### src/rtl/beta_pkg.sv
// beta_pkg: shared types and constants for the execute-stage multicycle sequencer
package beta_pkg;
  typedef enum logic [2:0] {IDLE, ISSUE, WAIT_END, WRBACK, DRAIN} seq_state_t;
  localparam int SEQ_ERR_TIMEOUT = 0;
  localparam int SEQ_ERR_OVF = 1;
endpackage

### src/rtl/beta_seq_fifo.sv
// beta_seq_fifo: small FIFO with flush; a pop frees a slot for a same-cycle push when full
module beta_seq_fifo #(
  parameter int Width = 3,
  parameter int Depth = 2
) (
  input  logic             clk_i,
  input  logic             rst_i,
  input  logic             push_i,
  input  logic             pop_i,
  input  logic             flush_i,
  input  logic [Width-1:0] din_i,
  output logic [Width-1:0] dout_o,
  output logic             full_o,
  output logic             empty_o
);
  localparam int AW = Depth > 1 ? $clog2(Depth) : 1;
  localparam int CW = $clog2(Depth + 1);
  logic [Width-1:0] r_mem [Depth];
  logic [AW-1:0] r_wp, r_rp;
  logic [CW-1:0] r_cnt;
  logic w_push, w_pop;
  function automatic logic [AW-1:0] nxt(input logic [AW-1:0] p);
    return p == AW'(Depth - 1) ? '0 : p + AW'(1);
  endfunction
  assign empty_o = r_cnt == '0;
  assign full_o = r_cnt == CW'(Depth);
  assign w_pop = pop_i & ~empty_o;
  assign w_push = push_i & (~full_o | w_pop);
  assign dout_o = r_mem[r_rp];
  always_ff @(posedge clk_i or posedge rst_i) begin
    if (rst_i) begin
      r_wp <= '0;
      r_rp <= '0;
      r_cnt <= '0;
    end else if (flush_i) begin
      r_wp <= '0;
      r_rp <= '0;
      r_cnt <= '0;
    end else begin
      r_wp <= w_push ? nxt(r_wp) : r_wp;
      r_rp <= w_pop ? nxt(r_rp) : r_rp;
      r_cnt <= r_cnt + CW'(w_push) - CW'(w_pop);
    end
  end
  always_ff @(posedge clk_i) if (w_push && !flush_i) r_mem[r_wp] <= din_i;
endmodule

### src/rtl/beta_exe_mc_sequencer.sv
// beta_exe_mc_sequencer: execute-stage sequencer driving enable/busy handshakes of multicycle units
module beta_exe_mc_sequencer
  import beta_pkg::*;
#(
  parameter int NumUnits = 2,
  parameter int PendDepth = 2,
  parameter int StartTimeout = 8
) (
  input  logic                clk_i,
  input  logic                rst_i,
  input  logic                seq_new_instr_i,
  input  logic [NumUnits-1:0] seq_unit_sel_i,
  input  logic                seq_wr_en_i,
  input  logic                seq_trap_i,
  input  logic [NumUnits-1:0] seq_unit_busy_i,
  output logic [NumUnits-1:0] seq_unit_en_o,
  output logic [NumUnits-1:0] seq_cur_sel_o,
  output logic                seq_reg_wr_en_o,
  output logic                seq_busy_o,
  output logic                seq_pend_full_o,
  input  logic                seq_err_clr_i,
  output logic [1:0]          seq_err_o
);
  localparam int DW = NumUnits + 1;
  localparam int CW = $clog2(StartTimeout + 1);
  seq_state_t r_state;
  logic [NumUnits-1:0] r_sel;
  logic r_wr;
  logic [CW-1:0] r_cnt;
  logic [1:0] r_err;
  logic [NumUnits-1:0] w_sel_pe;
  logic [DW-1:0] w_head, w_desc;
  logic w_idle, w_full, w_empty, w_push, w_pop, w_take, w_ovf, w_hit, w_tmo;
  logic [1:0] w_err_set;
  // isolate the lowest set select bit so only one unit is ever targeted
  assign w_sel_pe = seq_unit_sel_i & (~seq_unit_sel_i + NumUnits'(1));
  assign w_idle = r_state == IDLE;
  assign w_push = seq_new_instr_i & ~seq_trap_i & (~w_idle | ~w_empty);
  assign w_pop = w_idle & ~w_empty & ~seq_trap_i;
  assign w_take = w_idle & ~seq_trap_i & (~w_empty | seq_new_instr_i);
  assign w_ovf = w_push & w_full & ~w_pop;
  assign w_desc = w_empty ? {w_sel_pe, seq_wr_en_i} : w_head;
  assign w_hit = |(seq_unit_busy_i & r_sel);
  assign w_tmo = (r_state == ISSUE) & ~w_hit & ~seq_trap_i & (r_cnt == CW'(StartTimeout - 1));
  always_comb begin
    w_err_set = '0;
    w_err_set[SEQ_ERR_TIMEOUT] = w_tmo;
    w_err_set[SEQ_ERR_OVF] = w_ovf;
  end
  beta_seq_fifo #(.Width(DW), .Depth(PendDepth)) u_fifo (
    .clk_i  (clk_i),
    .rst_i  (rst_i),
    .push_i (w_push),
    .pop_i  (w_pop),
    .flush_i(seq_trap_i),
    .din_i  ({w_sel_pe, seq_wr_en_i}),
    .dout_o (w_head),
    .full_o (w_full),
    .empty_o(w_empty)
  );
  always_ff @(posedge clk_i or posedge rst_i) begin
    if (rst_i) begin
      r_state <= IDLE;
      r_sel <= '0;
      r_wr <= 1'b0;
      r_cnt <= '0;
      r_err <= '0;
    end else begin
      r_err <= (seq_err_clr_i ? 2'b00 : r_err) | w_err_set;
      if (seq_trap_i) begin
        r_state <= DRAIN;
        r_sel <= '0;
        r_wr <= 1'b0;
      end else begin
        case (r_state)
          IDLE: if (w_take) begin
            r_sel <= w_desc[DW-1:1];
            r_wr <= w_desc[0];
            r_cnt <= '0;
            r_state <= |w_desc[DW-1:1] ? ISSUE : w_desc[0] ? WRBACK : IDLE;
          end
          ISSUE: begin
            r_cnt <= r_cnt + CW'(1);
            r_state <= w_hit ? WAIT_END : w_tmo ? IDLE : ISSUE;
          end
          WAIT_END: if (!w_hit) r_state <= r_wr ? WRBACK : IDLE;
          WRBACK: r_state <= IDLE;
          DRAIN: if (~|seq_unit_busy_i) r_state <= IDLE;
          default: r_state <= IDLE;
        endcase
      end
    end
  end
  assign seq_unit_en_o = (r_state == ISSUE && !seq_trap_i) ? r_sel : '0;
  assign seq_cur_sel_o = w_idle ? '0 : r_sel;
  assign seq_reg_wr_en_o = (r_state == WRBACK) & ~seq_trap_i;
  assign seq_busy_o = ~w_idle | ~w_empty;
  assign seq_pend_full_o = w_full;
  assign seq_err_o = r_err;
endmodule

### config.mk
export PLATFORM = sky130hd
export DESIGN_NAME = beta_exe_mc_sequencer
export DESIGN_NICKNAME = d
export VERILOG_FILES = /design/src/rtl/beta_pkg.sv /design/src/rtl/beta_seq_fifo.sv /design/src/rtl/beta_exe_mc_sequencer.sv
export SDC_FILE = /design/constraint.sdc
export NUM_CORES = 1
export LEC_CHECK = 0
export CAP_MARGIN = 40
export CORE_UTILIZATION = 35
export CTS_CLUSTER_DIAMETER = 200
export CTS_CLUSTER_SIZE = 8
export DETAILED_ROUTE_END_ITERATION = 8
export GPL_TIMING_DRIVEN = 0
export HOLD_SLACK_MARGIN = 0.1
export PLACE_DENSITY = 0.66
export SYNTH_ARGS = -nofsm -noshare
export SYNTH_HDL_FRONTEND = slang
export SYNTH_SLANG_ARGS = --single-unit
export TNS_END_PERCENT = 5
### constraint.sdc
create_clock -name clk_i -period 4.25 [get_ports clk_i]
set_clock_uncertainty 0.15 [all_clocks]
set_input_delay 0.85 -clock clk_i [delete_from_list [all_inputs] [get_ports clk_i]]
set_output_delay 0.85 -clock clk_i [all_outputs]
set_load 0.005 [all_outputs]
# --- Word-level counts from Yosys, hierarchy flattened ---
# Memories as Yosys holds them, arrays and structs flattened.
# Cells that the tools add are included.
totals:
  ram_bits: 6
  elab_cells: 99
  register_bits: 16
  latchBits: 0
  mem_bits_ro: 0
  out_inout_bits: 9
  memories: 1
  in_bits: 10
op_classes:
  shift: 0
  n_eq_ne: 10
  div_mod_pow: 0
  n_reduce_logical: 16
  n_bitwise: 27
  add_sub_neg: 6
  mux: 31
  magnitude_cmp: 0
  n_mul: 0
memory_table:
  columns: ["memory", "words", "word_bits", "read_ports", "rd_ports_with_merged_regs", "write_ports", "line_no", "text"]
  rows:
  - ["u_fifo.r_mem", 2, 3, 1, 0, 1, "beta_seq_fifo.sv:18", "logic [Width-1:0] r_mem [Depth];"]
op_table:
  columns: ["op", "count"]
  rows:
  - ["two-way mux 2 bit", 11]
  - ["two-way mux 3 bit", 5]
  - ["AND 1 bit", 14]
  - ["two-way mux 1 bit", 12]
  - ["case mux 3 bit (4 select lines)", 1]
  - ["nonzero test 2 bit", 5]
  - ["case mux 4 bit (2 select lines)", 1]
  - ["equality test 3 x 2 -> 1 bit, second input constant", 2]
  - ["!= test 3 bit, second input constant", 2]
  - ["inverter 1 bit", 6]
  - ["AND reduction 3 bit", 2]
  - ["OR reduction 2 bit", 3]
  - ["adder 4 x 1 -> 4 bit, second input constant", 1]
  - ["AND 2 bit", 2]
  - ["equality test 4 x 3 -> 1 bit, second input constant", 1]
  - ["two-way mux 4 bit", 1]
  - ["equality test 3 x 1 -> 1 bit, second input constant", 1]
  - ["equality test 3 bit, second input constant", 1]
  - ["logical NOT 3 bit", 1]
  - ["!= test 3 x 2 -> 1 bit, second input constant", 1]
  - ["OR 1 bit", 3]
  - ["adder 1 bit, second input constant", 2]
  - ["adder 2 x 1 -> 2 bit", 1]
  - ["adder 2 x 1 -> 2 bit, second input constant", 1]
  - ["9 further kinds", 10]

# --- Logic depth before layout (Yosys ltp) ---
# Gate-level depths: netlist of run 1.
logic_depth:
  ltp_word: 10
  mapped_depth: 9
  depth_no_buf: 7

# --- Hierarchy ---
# A second synthesis of run 1 with hierarchy kept.
hier_totals:
  cells_unflattened: 122
  hier_area_um2: 1238.7
by_module_without_submodules:
  columns: ["mod", "n_inst", "area_each_um2", "cells_per_inst"]
  rows:
  - ["beta_exe_mc_sequencer", 1, 750.7, 83]
  - ["beta_seq_fifo", 1, 488.0, 39]

# --- Least setup slack after synthesis of run 1 ---
# OpenSTA, ideal clock, no wires.
synth_timing:
  path_kind: "input to output"
  from: "input seq_trap_i"
  to: "output seq_unit_en_o[0]"
  required_ns: 3.250
  cell_stages: 2
  t_arrival_ns: 1.380
  slack_ns: 1.870
  path_cell_list: "nor4b_2 > and2_1"
synth_between:
  elab_chain_len: 3
synth_lines:
  columns: ["element", "line_no", "text"]
  rows:
  - ["start, declared", "beta_exe_mc_sequencer.sv:14", "input logic seq_trap_i,"]
  - ["logical NOT 1 bit", "beta_exe_mc_sequencer.sv:94", "assign seq_unit_en_o = (r_state == ISSUE && !seq_trap_i) ? r_sel : '0;"]
  - ["logical AND 1 bit", "beta_exe_mc_sequencer.sv:94", null]
  - ["two-way mux 2 bit", "beta_exe_mc_sequencer.sv:94", null]
  - ["end, declared", "beta_exe_mc_sequencer.sv:16", "output logic [NumUnits-1:0] seq_unit_en_o,"]
# Every way passes these cells.

# --- Final worst setup path of run 1 ---
layout_timing:
  from: "input seq_trap_i"
  to: "output seq_unit_en_o[1]"
# Same word-level chain as after synthesis.

==> results_dict.tcl, run 1 <==
set metrics [dict create \
    layout_commonest_cell "clkdlybuf4s50_1" \
    clk_latency_ps 310 \
    grt_overflow 0 \
    power_density_nw_per_um2 282 \
    timing.final.crit_share 0.852 \
    core_um2 3340 \
    ff2ff_path_depth 8 \
    rr_endpoint "u_fifo.r_cnt[0]" \
    numCtsBuffers 3 \
    finalSetupTns_ps 0 \
    synth_top_area_share 0.327 \
    min_from "u_fifo.r_wp" \
    syn2layout_area_growth_pct 21.6 \
    routed_wl_um 2460 \
    r2r-start "r_state[2]" \
    layout_common_cells "18 x clkdlybuf4s50_1, 16 x dfrtp_1, 7 x nor2_1" \
    cts_buffer_depth 2 \
    maxCapViolCount 0 \
    drv_slew 0 \
    synth.distinct_cells 44 \
    path_class "input port to primary output" \
    fillers 328 \
    initial_core_util 0.367 \
    place.gp.congestion 0.801 \
    max_freq_mhz 276 \
    routedWlPerCell_um 13.7 \
    r2r_slack_ps 2130 \
    grt_pass1_vias 903 \
    postCtsResizedCells 0 \
    synth_area_um2 1220 \
    final_cells 180 \
    startpoint "seq_trap_i" \
    grtUsageMet2 0.247 \
    synthCells 112 \
    use_met1 0.209 \
    grt_use_total 0.154 \
    ys_seq_area_frac 0.474 \
    syn_area_per_cell_um2 10.9 \
    cts_hold_buf 0 \
    cts_tree "built" \
    busiest_layer "met2" \
    globalRouteMet3Util 0.0189 \
    antennaDiodeCount 0 \
    critPathLaunchType "input port" \
    num_vias 900 \
    via_per_inst 5.00 \
    boundaryPins 19 \
    ys.flop_type "dfrtp_1" \
    grt_start_max_net_pins 17 \
    synth_edf_count 6 \
    syn-num-nets 125 \
    post-place-ws_ps 637 \
    die_y_um 61.2 \
    layout_setup_ws_ps 627 \
    ys_seq_elements 22 \
    antenna_found_initial 0 \
    register_area_um2 581 \
    hold_end "u_fifo.r_wp" \
    ir_drop_mv 0.100 \
    drive_gt1_frac 0.127 \
    hpwl_um 1940 \
    cts_sinks 22 \
    worstPathRequired_ps 3250 \
    drt-pass1-iter-count 5 \
    fin_area_um2 1490 \
    cts.clk_slew.worst_paths_ps 120 \
    placement_rows 21 \
    crit_path_end_kind "primary output" \
    holdPathStages 1 \
    finalPower_w 0.000420 \
    yosys-top-cells-area "dfrtp_1 33%, edfxtp_1 15%, mux2i_1 4.9%" \
    finalHoldViolCount 0 \
    dieArea_um2 3740 \
    yosysTopAreaCell "dfrtp_1" \
    yosys_warnings 0 \
    status "completed" \
    num-nets-final 148 \
    async_reset_ff_frac 0.727 \
    ctsHtreeMaxLevel 1 \
    portBuffers 18 \
    leakage_nw 0.642 \
    min_period_ps 3620 \
    drc_errors 0 \
    cts_setup_buffers 0 \
    dr.first_iter.drc_count 21 \
    place_inst 176 \
    place_area_um2 1460 \
    holdCritPathClass "flop to flop" \
    path_max_fanout 6 \
    setup_viol 0 \
    root_buffer "clkbuf_4" \
    worstMarginPinSlew_ps 604 \
    grt_pass1_wl_um 4220 \
    final_antenna_net_count 0 \
    multi_input_area_um2 582 \
    crit_arrival_ps 2620 \
    relSlewSlack 0.597 \
    die_w_um 61.2 \
    rsz0062_at_grt "no" \
]
## worst max-delay path, cell delays in order
cell and delay [ps]:
clkdlybuf4s50_1 560, nor4b_2 520, and2_1 190, clkdlybuf4s50_1 500
## synth_stat cells, types with 2 or more instances
library cell,n
dfrtp_1,16
nor2_1,7
o22ai_1,2
nand4b_1,2
and2_1,5
nand2b_1,4
buf_6,2
xor2_1,2
edfxtp_1,6
a31oi_1,2
nor2b_1,3
inv_1,6
or3_1,2
mux2i_1,6
ha_1,3
nand3b_1,2
nand2_1,4
nor3_1,3
mux2_2,4
o21ai_0,6
buf_2,2
## metrics by stage
| step | utilization | hold slack [ps] |
|---|---|---|
| 2_1_floorplan | - | 311 |
| 3_3_place_gp | 0.438 | 328 |
| 3_5_place_dp | 0.438 | 345 |
| 4_1_cts | 0.446 | 364 |
| 5_1_grt | 0.446 | 394 |
| 6_report | 0.446 | 358 |
## registers in the layout, indices dropped and copies added (netlist names)
register      flops
r_cnt             4
r_sel             2
r_state           3
r_wr              1
seq_err_o         2
u_fifo.r_cnt      2
u_fifo.r_mem      6
u_fifo.r_rp       1
u_fifo.r_wp       1
## cells by family (layout without fill, tap and decap cells)
family	count (synthesis)	count (layout)	synth area share
multiplexers	10	10	0.0858
flip-flops	22	22	0.474
XOR/XNOR	3	3	0.0215
AO/OA/AOI/OAI	20	20	0.123
buffers and inverters	12	34	0.0511
AND/OR/NAND/NOR	42	42	0.215
adder cells (fa/ha/maj)	3	3	0.0306
## worst max-delay path by stage
stage                                  end
after floorplan           seq_unit_en_o[0]
after global placement    seq_unit_en_o[1]
after detailed placement  seq_unit_en_o[1]
after CTS                 seq_unit_en_o[1]
after global routing      seq_unit_en_o[0]
final                     seq_unit_en_o[1]
## power breakdown
part,switching (W),internal [W]
Clock,0.0000620,0.0000366
Combinational,0.0000419,0.0000402
Sequential,0.00000969,0.000230
## routing by layer
metal | wire length (um) | vias to the layer above
met1 | 1160 | 441
met2 | 1220 | 11
met5 | 0 | -
li1 | - | 444
met3 | 32 | 4
met4 | 40 | 0
## area by class of cell
| cell class | count | area share |
|---|---|---|
| Timing Repair Buffer | 18 | 0.121 |
| Sequential cell | 22 | 0.390 |
| Clock buffer | 4 | 0.0176 |
| Multi-Input combinational cell | 78 | 0.391 |
| Inverter | 7 | 0.0176 |
| Buffer | 5 | 0.0244 |
| Tap cell | 46 | 0.0387 |
Note: power is estimated with default switching activity, not from simulation.
==> run 2: changes to the inputs <==
Settings changed: CAP_MARGIN 40 to default.
==> results of run 2 <==
Same layout as run 1: the final DEF is identical, and so are final timing and power.
